<file path="src/rtl/fetch_hazard_scheduler.sv">
// Fetch sequencer: streams a program out of a 1-cycle registered instruction memory
// and inserts NOP bubbles whenever a source register is still in flight.
module fetch_hazard_scheduler #(
  parameter int                    ADDR_WIDTH  = 10,
  parameter int                    DATA_WIDTH  = 32,
  parameter int                    HAZARD_DIST = 3,
  parameter int                    LAST_ADDR   = 7,
  parameter logic [DATA_WIDTH-1:0] NOP_WORD    = '0
) (
  input  logic                  clk,
  input  logic                  rst,
  input  logic                  start,
  output logic [ADDR_WIDTH-1:0] imem_addr,
  input  logic [DATA_WIDTH-1:0] imem_data,
  output logic [DATA_WIDTH-1:0] instr_out,
  output logic                  instr_valid,
  output logic [ADDR_WIDTH-1:0] issue_addr,
  output logic                  stall,
  output logic [15:0]           bubble_count,
  output logic                  busy,
  output logic                  done
);

  localparam logic [5:0]            OP_ALU   = 6'b000100;
  localparam logic [5:0]            OP_LOAD  = 6'b000101;
  localparam logic [5:0]            OP_STORE = 6'b000110;
  localparam logic [ADDR_WIDTH-1:0] LAST     = ADDR_WIDTH'(LAST_ADDR);

  typedef enum logic [1:0] {IDLE, RUN, STALL, DONE} state_t;

  state_t                  state, state_next;
  logic [ADDR_WIDTH-1:0]   fetch_ptr, dec_addr;
  logic [DATA_WIDTH-1:0]   hold_reg, cand;
  logic [HAZARD_DIST-1:0]  sb_valid;
  logic [4:0]              sb_reg [HAZARD_DIST];
  logic [5:0]              op;
  logic [4:0]              rs, rt, rd, dest;
  logic                    reads_rs, reads_rt, writes;
  logic                    active, hazard, issue, last_issue;

  assign imem_addr = fetch_ptr;
  assign busy      = (state == RUN) || (state == STALL);

  // In STALL the held word is the candidate; memory output already shows the next word.
  always_comb begin
    cand       = (state == STALL) ? hold_reg : imem_data;
    op         = cand[31:26];
    rs         = cand[25:21];
    rt         = cand[20:16];
    rd         = cand[15:11];
    reads_rs   = (op == OP_ALU) || (op == OP_LOAD) || (op == OP_STORE);
    reads_rt   = (op == OP_ALU) || (op == OP_STORE);
    writes     = (op == OP_ALU) || (op == OP_LOAD);
    dest       = (op == OP_LOAD) ? rt : rd;
    active     = (state == RUN) || (state == STALL);
    hazard     = 1'b0;
    for (int i = 0; i < HAZARD_DIST; i++) begin
      if (sb_valid[i] && ((reads_rs && (rs == sb_reg[i])) || (reads_rt && (rt == sb_reg[i]))))
        hazard = 1'b1;
    end
    hazard     = hazard && active;
    issue      = active && !hazard;
    last_issue = issue && (dec_addr == LAST);
  end

  always_comb begin
    state_next = state;
    case (state)
      IDLE, DONE: if (start) state_next = RUN;
      RUN, STALL: begin
        if (hazard)          state_next = STALL;
        else if (last_issue) state_next = DONE;
        else                 state_next = RUN;
      end
      default: state_next = IDLE;
    endcase
  end

  always_ff @(posedge clk or posedge rst) begin
    if (rst) state <= IDLE;
    else     state <= state_next;
  end

  always_ff @(posedge clk or posedge rst) begin
    if (rst) begin
      fetch_ptr    <= '0;
      dec_addr     <= '0;
      hold_reg     <= NOP_WORD;
      sb_valid     <= '0;
      for (int i = 0; i < HAZARD_DIST; i++) sb_reg[i] <= '0;
      instr_out    <= NOP_WORD;
      instr_valid  <= 1'b0;
      issue_addr   <= '0;
      stall        <= 1'b0;
      bubble_count <= '0;
      done         <= 1'b0;
    end else if (!active) begin
      instr_out   <= NOP_WORD;
      instr_valid <= 1'b0;
      stall       <= 1'b0;
      done        <= (state == DONE);
      if (start) begin
        fetch_ptr    <= ADDR_WIDTH'(1);
        dec_addr     <= '0;
        sb_valid     <= '0;
        bubble_count <= '0;
        done         <= 1'b0;
      end
    end else begin
      // Entry 0 is the most recent issue slot; bubbles age the scoreboard too.
      for (int i = HAZARD_DIST - 1; i > 0; i--) begin
        sb_valid[i] <= sb_valid[i-1];
        sb_reg[i]   <= sb_reg[i-1];
      end
      sb_valid[0] <= issue && writes;
      sb_reg[0]   <= dest;
      if (hazard) begin
        instr_out   <= NOP_WORD;
        instr_valid <= 1'b0;
        stall       <= 1'b1;
        if (state == RUN) hold_reg <= imem_data;
        if (bubble_count != 16'hFFFF) bubble_count <= bubble_count + 16'd1;
      end else begin
        instr_out   <= cand;
        instr_valid <= 1'b1;
        stall       <= 1'b0;
        issue_addr  <= dec_addr;
        dec_addr    <= dec_addr + ADDR_WIDTH'(1);
        fetch_ptr   <= last_issue ? '0 : fetch_ptr + ADDR_WIDTH'(1);
      end
    end
  end

endmodule
</file>
<file path="config.mk">
export PLATFORM = sky130hd
export DESIGN_NAME = fetch_hazard_scheduler
export DESIGN_NICKNAME = d
export VERILOG_FILES = /design/src/rtl/fetch_hazard_scheduler.sv
export SDC_FILE = /design/constraint.sdc
export NUM_CORES = 1
export LEC_CHECK = 0
export ABC_CLOCK_PERIOD_IN_PS = 5000
export CORE_MARGIN = 2
export CORE_UTILIZATION = 53
export CTS_CLUSTER_DIAMETER = 120
export DETAILED_ROUTE_END_ITERATION = 7
export PLACE_DENSITY_LB_ADDON = 0.12
export SETUP_SLACK_MARGIN = 0.02
export SKIP_CTS_REPAIR_TIMING = 1
export SLEW_MARGIN = 40
export SYNTH_ARGS = -nofsm -noshare
export SYNTH_HDL_FRONTEND = slang
export SYNTH_SLANG_ARGS = --single-unit
</file>
<file path="constraint.sdc">
create_clock -name clk -period 5 [get_ports clk]
set_input_delay 0.5 -clock clk [delete_from_list [all_inputs] [get_ports clk]]
set_output_delay 0.5 -clock clk [all_outputs]
set_load 0.03 [all_outputs]
</file>
==> reports/qor.json, run 1 <==
{
  "yosys": {
    "synthFlopType": "sky130_fd_sc_hd__dfrtp_1",
    "synth_async_sr_flop_share_pct": 100,
    "ys_top_cells_by_area": "sky130_fd_sc_hd__dfrtp_1 52%, sky130_fd_sc_hd__mux2_1 5.5%, sky130_fd_sc_hd__mux2i_1 5.4%",
    "synth_enable_flop_cells": 0,
    "netlist.area_leader.share_pct": 52.4,
    "syn-num-nets": 605,
    "ys_seq_area_share_pct": 52.4,
    "ys_seq_elements": 133,
    "yosysTopAreaCell": "sky130_fd_sc_hd__dfrtp_1",
    "synthDistinctLibCells": 56,
    "syn-cell-area_mm2": 0.00635,
    "netlist_instances": 564,
    "ys.warnings.count": 0,
    "mapped_avg_cell_area_um2": 11.3
  },
  "sta": {
    "setup-tns-final_ps": 0,
    "timing_max_transition_violations_final": 0,
    "fin_ws_ps": 509,
    "fmax_ghz": 0.223,
    "timing.max_slew.rel_slack_pct": 48.0,
    "finalHoldViolations": 0,
    "finalSetupViolCount": 0,
    "period_needed_ps": 4490,
    "layout_worst_path_cycle_share_pct": 89.8,
    "setup_repair_after_global_routing_missed_its_margin": "false",
    "worst_clock_skew_ps": 5.60,
    "worstMarginPinSlew_ps": 781
  },
  "worst_setup_path": {
    "cp_slowest_stage_delay_ps": 690,
    "worst_ep_required_time_ps": 5340,
    "cp_cell_sequence": "inv_1, ha_2, buf_4, nand2_1, nor4_1, a22oi_1, nand4b_1, o211ai_2, or2_2, inv_2, or4_1, a21boi_1",
    "timing.setup.critical_path_class": "reg -> reg",
    "data_arrival_time_at_the_worst_slack_endpoint_ps": 4830,
    "timing.critical_path.fanout_max": 33,
    "critical_path.endpoint_type": "register",
    "worst_path_slowest_cell": "sky130_fd_sc_hd__ha_2",
    "kind_of_start_point_of_the_critical_path": "register"
  },
  "cts": {
    "ctsLongestPathBuffers": 2,
    "number_of_sinks_on_the_clock_net": 133,
    "clock-root-buffer": "sky130_fd_sc_hd__clkbuf_16",
    "clock_tree.htree_level_count": 4,
    "number_of_buffers_added_by_the_clock_tree_synthesis_step": 17,
    "clkSlewWorstSetupHoldPaths_ps": 60,
    "cts_tree": "done",
    "insertion_delay_ps": 420
  },
  "floorplanning": {
    "design.portCount": 107,
    "die_area_mm2": 0.0129,
    "fp-row-count": 39,
    "die_y_um": 114,
    "core_area_mm2": 0.0116,
    "die_width_um": 114,
    "floorplan.initialDensity_pct": 54.9
  },
  "route": {
    "vias_per_cell": 5.62,
    "routed_wl_mm": 14.2,
    "firstDrtPassIters": 5,
    "detailedRoute.firstIterationViolations": 359,
    "dr_drc_count": 0,
    "wl_per_cell_um": 17.3,
    "drt.antenna.violating_nets": 0,
    "detailroute.via_count": 4631
  },
  "hold_path": {
    "worst_hold_path_type": "reg -> reg"
  },
  "placed_design": {
    "detailed_place.area_mm2": 0.00750,
    "detailedPlacementHpwl_mm": 9.65,
    "buffer_ports.inserted": 106,
    "pre_cts_ws_ps": 532,
    "finalWeightedCongestion": 0.845,
    "place.detailed.instances": 793
  },
  "layout": {
    "insertedDiodeCount": 0,
    "multi_input_area_mm2": 0.00282,
    "finish.cell_count_without_fillers": 824,
    "postLayoutCellArea_mm2": 0.00809,
    "postLayoutCoreUtil_pct": 69.9,
    "finalNetCount": 710,
    "area_growth_pct": 27.3,
    "n_fill_cell": 920,
    "seq_area_mm2": 0.00333,
    "drive_gt1_share_pct": 10.7
  },
  "global_route": {
    "grt_pass1_wl_mm": 23.9,
    "globalRouteOverflowTotal": 0,
    "globalRouteTotalUtil_pct": 23.6,
    "antenna_found_initial": 0,
    "global_route.peak_usage_layer": "met2",
    "global_route.usage.met1_pct": 30.5,
    "first_global_vias": 4801,
    "largest_net_degree_at_the_start_of_global_routing": 67,
    "met2_usage_pct": 40.2,
    "globalRouteMet3Util_pct": 4.68
  },
  "power": {
    "ir_worst_vdd_v": 0.000257,
    "total_leakage_power_uw": 0.00354,
    "power_density_mw_per_mm2": 439
  },
  "run": {
    "drv_cap": 0
  },
  "outcome": {
    "outcome": "complete, no violations"
  }
}
-- cells in the mapped netlist, types with 3 or more instances --
cell type                   instances
sky130_fd_sc_hd__a21oi_1            7
sky130_fd_sc_hd__nand3_1           14
sky130_fd_sc_hd__inv_1             15
sky130_fd_sc_hd__mux2i_4            6
sky130_fd_sc_hd__a22oi_1            3
sky130_fd_sc_hd__nor4_1            14
sky130_fd_sc_hd__mux2i_1           34
sky130_fd_sc_hd__xnor2_1           26
sky130_fd_sc_hd__mux2i_2            4
sky130_fd_sc_hd__nand4_1            4
sky130_fd_sc_hd__nand2b_1          11
sky130_fd_sc_hd__mux2_2            13
sky130_fd_sc_hd__nand2_1           78
sky130_fd_sc_hd__o21ai_0           20
sky130_fd_sc_hd__or3_1              7
sky130_fd_sc_hd__dfrtp_1          133
sky130_fd_sc_hd__o221ai_1           4
sky130_fd_sc_hd__buf_1              3
sky130_fd_sc_hd__nor2_1            39
sky130_fd_sc_hd__and2_1             3
sky130_fd_sc_hd__clkbuf_1          13
sky130_fd_sc_hd__or4_1              3
sky130_fd_sc_hd__buf_2              6
sky130_fd_sc_hd__xor2_1            11
sky130_fd_sc_hd__ha_1               6
sky130_fd_sc_hd__a21boi_1           3
sky130_fd_sc_hd__and3_1             9
sky130_fd_sc_hd__mux2_1            31
sky130_fd_sc_hd__o2bb2ai_1          3
sky130_fd_sc_hd__o31ai_1            3
-- final timing paths --
check                                         to  cells past startpoint  slack (ps)          start
worst max-delay path            bubble_count[13]                     12         510       state[0]
worst min-delay path               issue_addr[4]                      2         480  issue_addr[4]
worst max register to register  bubble_count[13]                     12         510       state[0]
worst min register to register     issue_addr[4]                      2         480  issue_addr[4]
max in group asynchronous          instr_out[19]                      3        3570            rst
min in group asynchronous          issue_addr[2]                      2         530            rst
-- worst max-delay path: cells and delay by family, from the launching register on --
family / cells / cell delay, ps
flip-flops: 1 / 400
AND/OR/NAND/NOR: 5 / 1810
buffers and inverters: 3 / 860
AO/OA/AOI/OAI: 3 / 630
adder cells (fa/ha/maj): 1 / 690
-- per-stage QoR --
step / power (uW) / hold WS (ps)
2_1_floorplan: 1990 / 464
3_3_place_gp: 2340 / 465
3_5_place_dp: 2360 / 465
4_1_cts: 3570 / 478
5_1_grt: 3710 / 484
6_report: 3550 / 478
-- logic make-up (layout without fill, tap and decap cells) --
family	Yosys count	after routing	synth area share (%)
AO/OA/AOI/OAI	61	61	6.65
XOR/XNOR	37	37	5.10
adder cells (fa/ha/maj)	6	6	1.18
buffers and inverters	43	160	3.27
flip-flops	133	133	52.4
multiplexers	90	90	16.9
AND/OR/NAND/NOR	194	194	14.6
-- layout by cell type (no fill, tap or decap), drive strengths merged, types with 7 or more instances in the layout --
| cell | instances |
|---|---|
| o21ai | 21 |
| or3 | 7 |
| mux2 | 44 |
| inv | 16 |
| buf | 7 |
| nor4 | 14 |
| xnor2 | 26 |
| dfrtp | 133 |
| and3 | 9 |
| mux2i | 44 |
| nor2 | 39 |
| xor2 | 11 |
| nand2b | 11 |
| nand2 | 78 |
| clkbuf | 23 |
| nand3 | 15 |
| clkdlybuf4s50 | 106 |
| a21oi | 7 |
-- power by group --
part / internal [uW] / switching, uW / leakage [uW] / total [uW]
sequential: 1250 / 170 / 0.00169 / 1420
clock: 755 / 446 / 0.000283 / 1200
combinational: 398 / 528 / 0.00156 / 927
-- routing by layer --
metal	share of wire (%)	wire, um	up-vias
li1	-	-	2180
met1	44	6200	2324
met2	51	7310	113
met3	3.8	542	14
met4	1.2	175	0
met5	0	0	-
-- area by class of cell --
class	count	share of cell area, %
timing repair buffer	113	13.8
inverter	16	0.804
sequential	133	41.2
multi-input combinational	388	34.9
clock inverter	8	0.897
clock buffer	23	6.28
tap	143	2.21
Note: power is estimated with default switching activity, not from simulation.
==> run 2: changes to the inputs <==
--- a/config.mk
+++ b/config.mk
@@ -6,6 +6,7 @@
 export NUM_CORES = 1
 export LEC_CHECK = 0
 export ABC_CLOCK_PERIOD_IN_PS = 5000
+export CORE_ASPECT_RATIO = 1.25
 export CORE_MARGIN = 2
 export CORE_UTILIZATION = 53
 export CTS_CLUSTER_DIAMETER = 120
==> run 2 against run 1 <==
  * Global-route usage is 0.68 points higher
  * Clock skew hardly changed
  * Largest cell class unchanged
  * Fmax is 8.6% higher
  * Cell area is 0.20% higher
==> reports/qor.json, run 2 (synthesis gave the netlist of run 1 again) <==
{
  "route": {
    "dr_drc_count": {"value": 0, "change": "unchanged"},
    "vias_per_cell": {"value": 5.50, "change": "was 5.62"},
    "detailedRoute.firstIterationViolations": {"value": 139, "change": "was 359"},
    "firstDrtPassIters": {"value": 4, "change": "was 5"},
    "wl_per_cell": {"value": 17.1, "unit": "um", "change": "was 17.3 um"},
    "detailroute.via_count": {"value": 4641, "change": "was 4631"},
    "drt.antenna.violating_nets": {"value": 0, "change": "unchanged"},
    "routed_wl": {"value": 14.5, "unit": "mm", "change": "was 14.2 mm"}
  },
  "sta": {
    "finalHoldViolations": {"value": 0, "change": "unchanged"},
    "setup_repair_after_global_routing_missed_its_margin": {"value": "false", "change": "unchanged"},
    "worstMarginPinSlew": {"value": 763, "unit": "ps", "change": "was 781 ps"},
    "timing_max_transition_violations_final": {"value": 0, "change": "unchanged"},
    "layout_worst_path_cycle_share": {"value": 82.7, "unit": "%", "change": "was 89.8%"},
    "period_needed": {"value": 4140, "unit": "ps", "change": "was 4490 ps"},
    "worst_clock_skew": {"value": 5.17, "unit": "ps", "change": "was 5.60 ps"},
    "finalSetupViolCount": {"value": 0, "change": "unchanged"},
    "setup-tns-final": {"value": 0, "unit": "ps", "change": "unchanged"},
    "fmax": {"value": 0.242, "unit": "GHz", "change": "was 0.223 GHz"},
    "fin_ws": {"value": 864, "unit": "ps", "change": "was 509 ps"},
    "timing.max_slew.rel_slack": {"value": 49.1, "unit": "%", "change": "was 48.0%"}
  },
  "worst_setup_path": {
    "data_arrival_time_at_the_worst_slack_endpoint": {"value": 4490, "unit": "ps", "change": "was 4830 ps"},
    "timing.critical_path.fanout_max": {"value": 33, "change": "unchanged"},
    "cp_cell_sequence": {"value": "inv_1, ha_2, buf_4, nand2_1, nor4_1, a22oi_1, nand4b_1, o211ai_2, or2_2, inv_2, or4_1, a21boi_1", "change": "unchanged"},
    "cp_slowest_stage_delay": {"value": 570, "unit": "ps", "change": "was 690 ps"},
    "timing.setup.critical_path_class": {"value": "reg -> reg", "change": "unchanged"},
    "kind_of_start_point_of_the_critical_path": {"value": "register", "change": "unchanged"},
    "critical_path.endpoint_type": {"value": "register", "change": "unchanged"},
    "worstPathBufferInverterCount": {"value": 3, "change": "unchanged"},
    "worst_ep_required_time": {"value": 5350, "unit": "ps", "change": "was 5340 ps"},
    "critPathTopFamily": {"value": "simple AND/OR/NAND/NOR gates", "change": "unchanged"},
    "worst_path_slowest_cell": {"value": "sky130_fd_sc_hd__or4_1", "change": "was sky130_fd_sc_hd__ha_2"}
  },
  "global_route": {
    "antenna_found_initial": {"value": 0, "change": "unchanged"},
    "globalRouteTotalUtil": {"value": 24.3, "unit": "%", "change": "was 23.6%"},
    "grt_pass1_wl": {"value": 24.1, "unit": "mm", "change": "was 23.9 mm"},
    "globalRouteOverflowTotal": {"value": 0, "change": "unchanged"},
    "largest_net_degree_at_the_start_of_global_routing": {"value": 52, "change": "was 67"},
    "first_global_vias": {"value": 4936, "change": "was 4801"}
  },
  "cts": {
    "ctsLongestPathBuffers": {"value": 2, "change": "unchanged"},
    "number_of_buffers_added_by_the_clock_tree_synthesis_step": {"value": 17, "change": "unchanged"},
    "clock_tree.htree_level_count": {"value": 4, "change": "unchanged"},
    "number_of_sinks_on_the_clock_net": {"value": 133, "change": "unchanged"},
    "cts_tree": {"value": "done", "change": "unchanged"},
    "insertion_delay": {"value": 430, "unit": "ps", "change": "was 420 ps"},
    "clkSlewWorstSetupHoldPaths": {"value": 60, "unit": "ps", "change": "about the same"},
    "clock-root-buffer": {"value": "sky130_fd_sc_hd__clkbuf_16", "change": "unchanged"}
  },
  "run": {
    "drv_cap": {"value": 0, "change": "unchanged"}
  },
  "floorplanning": {
    "die_area": {"value": 0.0129, "unit": "mm^2", "change": "about the same"},
    "fp-row-count": {"value": 44, "change": "was 39"},
    "floorplan.initialDensity": {"value": 54.4, "unit": "%", "change": "was 54.9%"},
    "design.portCount": {"value": 107, "change": "unchanged"},
    "die_width": {"value": 102, "unit": "um", "change": "was 114 um"},
    "core_area": {"value": 0.0117, "unit": "mm^2", "change": "was 0.0116 mm^2"},
    "die_y": {"value": 126, "unit": "um", "change": "was 114 um"}
  },
  "placed_design": {
    "detailedPlacementHpwl": {"value": 9.89, "unit": "mm", "change": "was 9.65 mm"},
    "finalWeightedCongestion": {"value": 0.843, "change": "was 0.845"},
    "pre_cts_ws": {"value": 867, "unit": "ps", "change": "was 532 ps"},
    "buffer_ports.inserted": {"value": 106, "change": "unchanged"}
  },
  "power": {
    "ir_worst_vdd": {"value": 0.000355, "unit": "V", "change": "was 0.000257 V"},
    "power_density": {"value": 437, "unit": "mW/mm^2", "change": "was 439 mW/mm^2"},
    "total_leakage_power": {"value": 0.00354, "unit": "uW", "change": "about the same"}
  },
  "layout": {
    "layout.cells.most_common": {"value": "sky130_fd_sc_hd__dfrtp_1", "change": "unchanged"},
    "finalNetCount": {"value": 711, "change": "was 710"},
    "drive_gt1_share": {"value": 10.5, "unit": "%", "change": "was 10.7%"},
    "n_fill_cell": {"value": 905, "change": "was 920"},
    "final_cell_mix": {"value": "133 x sky130_fd_sc_hd__dfrtp_1, 106 x sky130_fd_sc_hd__clkdlybuf4s50_1, 78 x sky130_fd_sc_hd__nand2_1, 39 x sky130_fd_sc_hd__nor2_1, 34 x sky130_fd_sc_hd__mux2i_1", "change": "unchanged"},
    "area_growth": {"value": 27.5, "unit": "%", "change": "was 27.3%"},
    "insertedDiodeCount": {"value": 0, "change": "unchanged"}
  },
  "hold_path": {
    "worst_hold_path_type": {"value": "reg -> reg", "change": "unchanged"}
  },
  "outcome": {
    "outcome": {"value": "complete, no violations", "change": "unchanged"}
  }
}
-- run 2: cell count changes in the layout (fill, tap and decap cells not counted) --
cell                         delta
sky130_fd_sc_hd__buf_4          +1
sky130_fd_sc_hd__bufinv_16      +1
sky130_fd_sc_hd__clkbuf_1       +3
sky130_fd_sc_hd__clkbuf_8       -4
sky130_fd_sc_hd__clkinv_2       +2
sky130_fd_sc_hd__clkinvlp_4     -1
sky130_fd_sc_hd__inv_4          +1
sky130_fd_sc_hd__inv_6          -1
-- run 2: final timing paths --
| check | start | end | slack [ps] | cells past startpoint |
|---|---|---|---|---|
| max | state[0] | bubble_count[6] | 860 | 12 |
| min | issue_addr[2] | issue_addr[2] | 470 | 2 |
| max reg2reg | state[0] | bubble_count[6] | 860 | 12 |
| min reg2reg | issue_addr[2] | issue_addr[2] | 470 | 2 |
| max in group asynchronous | rst | dec_addr[4] | 3450 | 3 |
| min in group asynchronous | rst | hold_reg[3] | 520 | 2 |
-- run 2: layer usage --
layer  track usage (%)  vias up  wire, um
li1                  -     2185         -
met1              29.5     2309      5910
met2              41.3      117      7580
met3              5.79       30       670
met4              9.96        0       304
met5                 0        -         0
-- run 2: power breakdown --
part	switching, uW	leakage (uW)	internal (uW)
clock network	443	0.000279	752
registers	169	0.00169	1250
logic	529	0.00157	399
-- run 2: worst min-delay path, cell delays in order, from the launching register on --
cell and delay [ps]:
sky130_fd_sc_hd__dfrtp_1 340, sky130_fd_sc_hd__nand2_1 50, sky130_fd_sc_hd__nand2_1 50
-- run 2: final cells by class --
| type | instances | area, um^2 | share of cell area (%) |
|---|---|---|---|
| tap | 161 | 201 | 2.49 |
| inverter | 16 | 62.6 | 0.772 |
| clock inverter | 10 | 105 | 1.30 |
| clock buffer | 22 | 464 | 5.73 |
| timing repair buffer | 114 | 1120 | 13.8 |
| multi-input combinational | 388 | 2820 | 34.8 |
| sequential | 133 | 3330 | 41.1 |
-- run 2: per-stage QoR --
stage                     area, um^2  util, %  hold slack [ps]  instances  power [uW]
after floorplan                 6350        -              464        564        1990
after global placement          7530     64.6              463        812        2340
after detailed placement        7530     64.6              463        812        2360
after CTS                       8100     69.4              477        844        3570
after global routing            8100     69.4              504        844        3710
final                           8100     69.4              472        844        3540
==> run 3: changes to the inputs <==
--- a/config.mk
+++ b/config.mk
@@ -5,7 +5,7 @@
 export SDC_FILE = /design/constraint.sdc
 export NUM_CORES = 1
 export LEC_CHECK = 0
-export ABC_CLOCK_PERIOD_IN_PS = 5000
+export ABC_CLOCK_PERIOD_IN_PS = 4100
 export CORE_ASPECT_RATIO = 1.25
 export CORE_MARGIN = 2
 export CORE_UTILIZATION = 53
==> constraint.sdc (replaced) <==
create_clock -name clk -period 4.1 [get_ports clk]
set_input_delay 0.41 -clock clk [delete_from_list [all_inputs] [get_ports clk]]
set_output_delay 0.41 -clock clk [all_outputs]
set_load 0.03 [all_outputs]
==> run 3 against run 2 <==
  * Sequential power increased by 22%
  * Total power is 26% higher
  * Die area did not move
  * First-iteration DRC count increased by 50%
  * Fmax grew 10%
  * Largest cell class unchanged
  * Sequential share of layout area shrank 0.54 points
  * Global-route usage decreased by 0.19 points
  * Clock-buffer cell count decreased by 3
  * Highest routed layer unchanged
  * Utilization rose by 0.92 points
  * Routed wire length is 1.6% higher
  * Via count up 1.4%
  * Hold slack worse by 13 ps
==> reports/qor.json, run 3 (synthesis gave the netlist of run 1 again) <==
{
  "outcome": {
    "outcome": {"value": "complete, no violations", "change": "unchanged"}
  },
  "worst_setup_path": {
    "critical_path.endpoint_type": {"value": "register", "change": "unchanged"},
    "timing.setup.critical_path_class": {"value": "reg -> reg", "change": "unchanged"},
    "worst_path_slowest_cell": {"value": "sky130_fd_sc_hd__or4_1", "change": "unchanged"},
    "kind_of_start_point_of_the_critical_path": {"value": "register", "change": "unchanged"},
    "setup_slack_on_the_worst_flop_to_flop_path": {"value": 350, "unit": "ps", "change": "was 860 ps"},
    "timing.rr.end": {"value": "bubble_count[6]", "change": "unchanged"},
    "timing.critical_path.fanout_max": {"value": 33, "change": "unchanged"},
    "timing.critical_path.from": {"value": "state[0]", "change": "unchanged"},
    "start_of_the_worst_register_to_register_path": {"value": "state[0]", "change": "unchanged"},
    "data_arrival_time_at_the_worst_slack_endpoint": {"value": 4080, "unit": "ps", "change": "was 4490 ps"},
    "worst_ep_required_time": {"value": 4430, "unit": "ps", "change": "was 5350 ps"},
    "ff2ff_path_depth": {"value": 11, "change": "was 12"},
    "timing.critical_path.to": {"value": "bubble_count[6]", "change": "unchanged"},
    "cp_slowest_stage_delay": {"value": 550, "unit": "ps", "change": "was 570 ps"},
    "cp_cell_sequence": {"value": "inv_1, ha_4, mux2i_2, xnor2_1, nor4_1, a32oi_1, o211ai_2, or2_2, inv_2, or4_1, a21boi_1", "change": "was inv_1, ha_2, buf_4, nand2_1, nor4_1, a22oi_1, nand4b_1, o211ai_2, or2_2, inv_2, or4_1, a21boi_1"}
  },
  "power": {
    "power.net_switching": {"value": 1410, "unit": "uW", "change": "was 1140 uW"},
    "combinationalPowerShare": {"value": 25.6, "unit": "%", "change": "was 26.2%"},
    "p_int": {"value": 3050, "unit": "uW", "change": "was 2400 uW"},
    "report.power.total": {"value": 4460, "unit": "uW", "change": "was 3540 uW"},
    "ir_worst_vdd": {"value": 0.000353, "unit": "V", "change": "was 0.000355 V"},
    "total_leakage_power": {"value": 0.00359, "unit": "uW", "change": "was 0.00354 uW"},
    "seq_power_share": {"value": 38.8, "unit": "%", "change": "was 40.0%"},
    "share_clk_of_total_power": {"value": 35.6, "unit": "%", "change": "was 33.7%"},
    "power.switching_fraction": {"value": 31.6, "unit": "%", "change": "was 32.2%"},
    "power_density": {"value": 543, "unit": "mW/mm^2", "change": "was 437 mW/mm^2"}
  },
  "sta": {
    "timing.max_slew.rel_slack": {"value": 51.1, "unit": "%", "change": "was 49.1%"},
    "timing_max_transition_violations_final": {"value": 0, "change": "unchanged"},
    "layout_worst_path_cycle_share": {"value": 91.5, "unit": "%", "change": "was 82.7%"},
    "fmax": {"value": 0.267, "unit": "GHz", "change": "was 0.242 GHz"},
    "hold_ws": {"value": 459, "unit": "ps", "change": "was 472 ps"},
    "finalHoldViolations": {"value": 0, "change": "unchanged"},
    "setup-tns-final": {"value": 0, "unit": "ps", "change": "unchanged"},
    "worstMarginPinSlew": {"value": 732, "unit": "ps", "change": "was 763 ps"},
    "setup_repair_after_global_routing_missed_its_margin": {"value": "false", "change": "unchanged"},
    "finalSetupViolCount": {"value": 0, "change": "unchanged"},
    "worst_clock_skew": {"value": 7.18, "unit": "ps", "change": "was 5.17 ps"},
    "period_needed": {"value": 3750, "unit": "ps", "change": "was 4140 ps"},
    "fin_ws": {"value": 350, "unit": "ps", "change": "was 864 ps"}
  },
  "placed_design": {
    "buffer_ports.inserted": {"value": 106, "change": "unchanged"},
    "finalWeightedCongestion": {"value": 0.828, "change": "was 0.843"},
    "place.detailed.instances": {"value": 816, "change": "was 812"},
    "pre_cts_ws": {"value": 224, "unit": "ps", "change": "was 867 ps"},
    "detailedPlacementHpwl": {"value": 10.0, "unit": "mm", "change": "was 9.89 mm"}
  },
  "floorplanning": {
    "core_area": {"value": 0.0117, "unit": "mm^2", "change": "unchanged"},
    "design.portCount": {"value": 107, "change": "unchanged"},
    "fp-row-count": {"value": 44, "change": "unchanged"},
    "die_width": {"value": 102, "unit": "um", "change": "unchanged"},
    "floorplan.initialDensity": {"value": 54.4, "unit": "%", "change": "unchanged"},
    "die_area": {"value": 0.0129, "unit": "mm^2", "change": "unchanged"},
    "die_y": {"value": 126, "unit": "um", "change": "unchanged"}
  },
  "global_route": {
    "grt_pass1_wl": {"value": 24.1, "unit": "mm", "change": "about the same"},
    "globalRouteTotalUtil": {"value": 24.1, "unit": "%", "change": "was 24.3%"},
    "globalRouteOverflowTotal": {"value": 0, "change": "unchanged"},
    "largest_net_degree_at_the_start_of_global_routing": {"value": 79, "change": "was 52"},
    "antenna_found_initial": {"value": 0, "change": "unchanged"},
    "first_global_vias": {"value": 4873, "change": "was 4936"}
  },
  "route": {
    "routed_wl": {"value": 14.7, "unit": "mm", "change": "was 14.5 mm"},
    "firstDrtPassIters": {"value": 4, "change": "unchanged"},
    "drt.antenna.violating_nets": {"value": 0, "change": "unchanged"},
    "detailroute.via_count": {"value": 4705, "change": "was 4641"},
    "wl_per_cell": {"value": 17.3, "unit": "um", "change": "was 17.1 um"},
    "dr_drc_count": {"value": 0, "change": "unchanged"},
    "detailedRoute.firstIterationViolations": {"value": 209, "change": "was 139"},
    "vias_per_cell": {"value": 5.55, "change": "was 5.50"}
  },
  "layout": {
    "finish.cell_count_without_fillers": {"value": 848, "change": "was 844"},
    "n_fill_cell": {"value": 883, "change": "was 905"},
    "multi_input_area": {"value": 0.00283, "unit": "mm^2", "change": "was 0.00282 mm^2"},
    "finalNetCount": {"value": 715, "change": "was 711"},
    "layout.cells.most_common": {"value": "sky130_fd_sc_hd__dfrtp_1", "change": "unchanged"},
    "drive_gt1_share": {"value": 11.4, "unit": "%", "change": "was 10.5%"},
    "insertedDiodeCount": {"value": 0, "change": "unchanged"},
    "final_cell_mix": {"value": "133 x sky130_fd_sc_hd__dfrtp_1, 106 x sky130_fd_sc_hd__clkdlybuf4s50_1, 78 x sky130_fd_sc_hd__nand2_1, 39 x sky130_fd_sc_hd__nor2_1, 34 x sky130_fd_sc_hd__mux2i_1", "change": "unchanged"},
    "seq_area": {"value": 0.00333, "unit": "mm^2", "change": "unchanged"},
    "area_growth": {"value": 29.2, "unit": "%", "change": "was 27.5%"}
  },
  "cts": {
    "insertion_delay": {"value": 410, "unit": "ps", "change": "was 430 ps"},
    "cts_tree": {"value": "done", "change": "unchanged"},
    "ctsLongestPathBuffers": {"value": 2, "change": "unchanged"},
    "number_of_sinks_on_the_clock_net": {"value": 133, "change": "unchanged"},
    "clock-root-buffer": {"value": "sky130_fd_sc_hd__clkbuf_16", "change": "unchanged"},
    "number_of_buffers_added_by_the_clock_tree_synthesis_step": {"value": 17, "change": "unchanged"},
    "clkSlewWorstSetupHoldPaths": {"value": 60, "unit": "ps", "change": "about the same"},
    "clock_tree.htree_level_count": {"value": 4, "change": "unchanged"}
  },
  "hold_path": {
    "worst_hold_path_type": {"value": "in -> async", "change": "was reg -> reg"}
  },
  "run": {
    "drv_cap": {"value": 0, "change": "unchanged"}
  }
}
## run 3: cell types whose count changed in the layout (fill, tap and decap cells not counted)
cell	delta
sky130_fd_sc_hd__clkbuf_8	-1
sky130_fd_sc_hd__bufinv_16	+2
sky130_fd_sc_hd__clkinv_4	+3
sky130_fd_sc_hd__ha_4	+1
sky130_fd_sc_hd__buf_12	+1
sky130_fd_sc_hd__clkinv_2	-2
sky130_fd_sc_hd__ha_2	-1
sky130_fd_sc_hd__buf_4	+3
sky130_fd_sc_hd__clkbuf_1	-2
## run 3: power by group through the flow
stage,registers [uW],logic [uW],clock network [uW]
2_1_floorplan,1940,490,0
3_3_place_gp,1740,1120,0
3_5_place_dp,1750,1140,0
4_1_cts,1730,1150,1610
5_1_grt,1760,1240,1670
6_report,1730,1140,1590
## run 3: cell type report
cell class / instances / area share [%]
Sequential cell: 133 / 40.5
Multi-Input combinational cell: 388 / 34.5
Timing Repair Buffer: 118 / 14.2
Clock buffer: 19 / 5.39
Tap cell: 161 / 2.45
Clock inverter: 13 / 2.21
Inverter: 16 / 0.762
## run 3: worst min path at each step
stage	to	from	slack (ps)
after floorplan	hold_reg[0]	hold_reg[0]	460
after global placement	issue_addr[0]	issue_addr[0]	470
after detailed placement	issue_addr[4]	issue_addr[4]	470
after CTS	imem_addr[8]	rst	480
after global routing	hold_reg[11]	hold_reg[11]	520
final	imem_addr[8]	rst	460
## run 3: worst max-delay path, delay by kind of cell, from the launching register on
family                   cells  cell delay (ps)
XOR/XNOR                     1              110
AND/OR/NAND/NOR              3             1240
multiplexers                 1              460
flip-flops                   1              400
buffers and inverters        2              390
adder cells (fa/ha/maj)      1              380
AO/OA/AOI/OAI                3              660
## run 3: metal layers
layer,part of all wire [%],routed length (um),up-vias,track usage [%]
met3,4.2,623,16,5.79
li1,-,-,2192,-
met4,1.5,217,0,7.84
met1,40,5850,2382,29.0
met2,54,8010,115,42.2
met5,0,0,-,0
## run 3: through the flow
stage | utilization [%] | area [um^2]
after floorplan | - | 6350
after global placement | 64.9 | 7580
after detailed placement | 64.9 | 7580
after CTS | 70.3 | 8200
after global routing | 70.4 | 8210
final | 70.4 | 8210
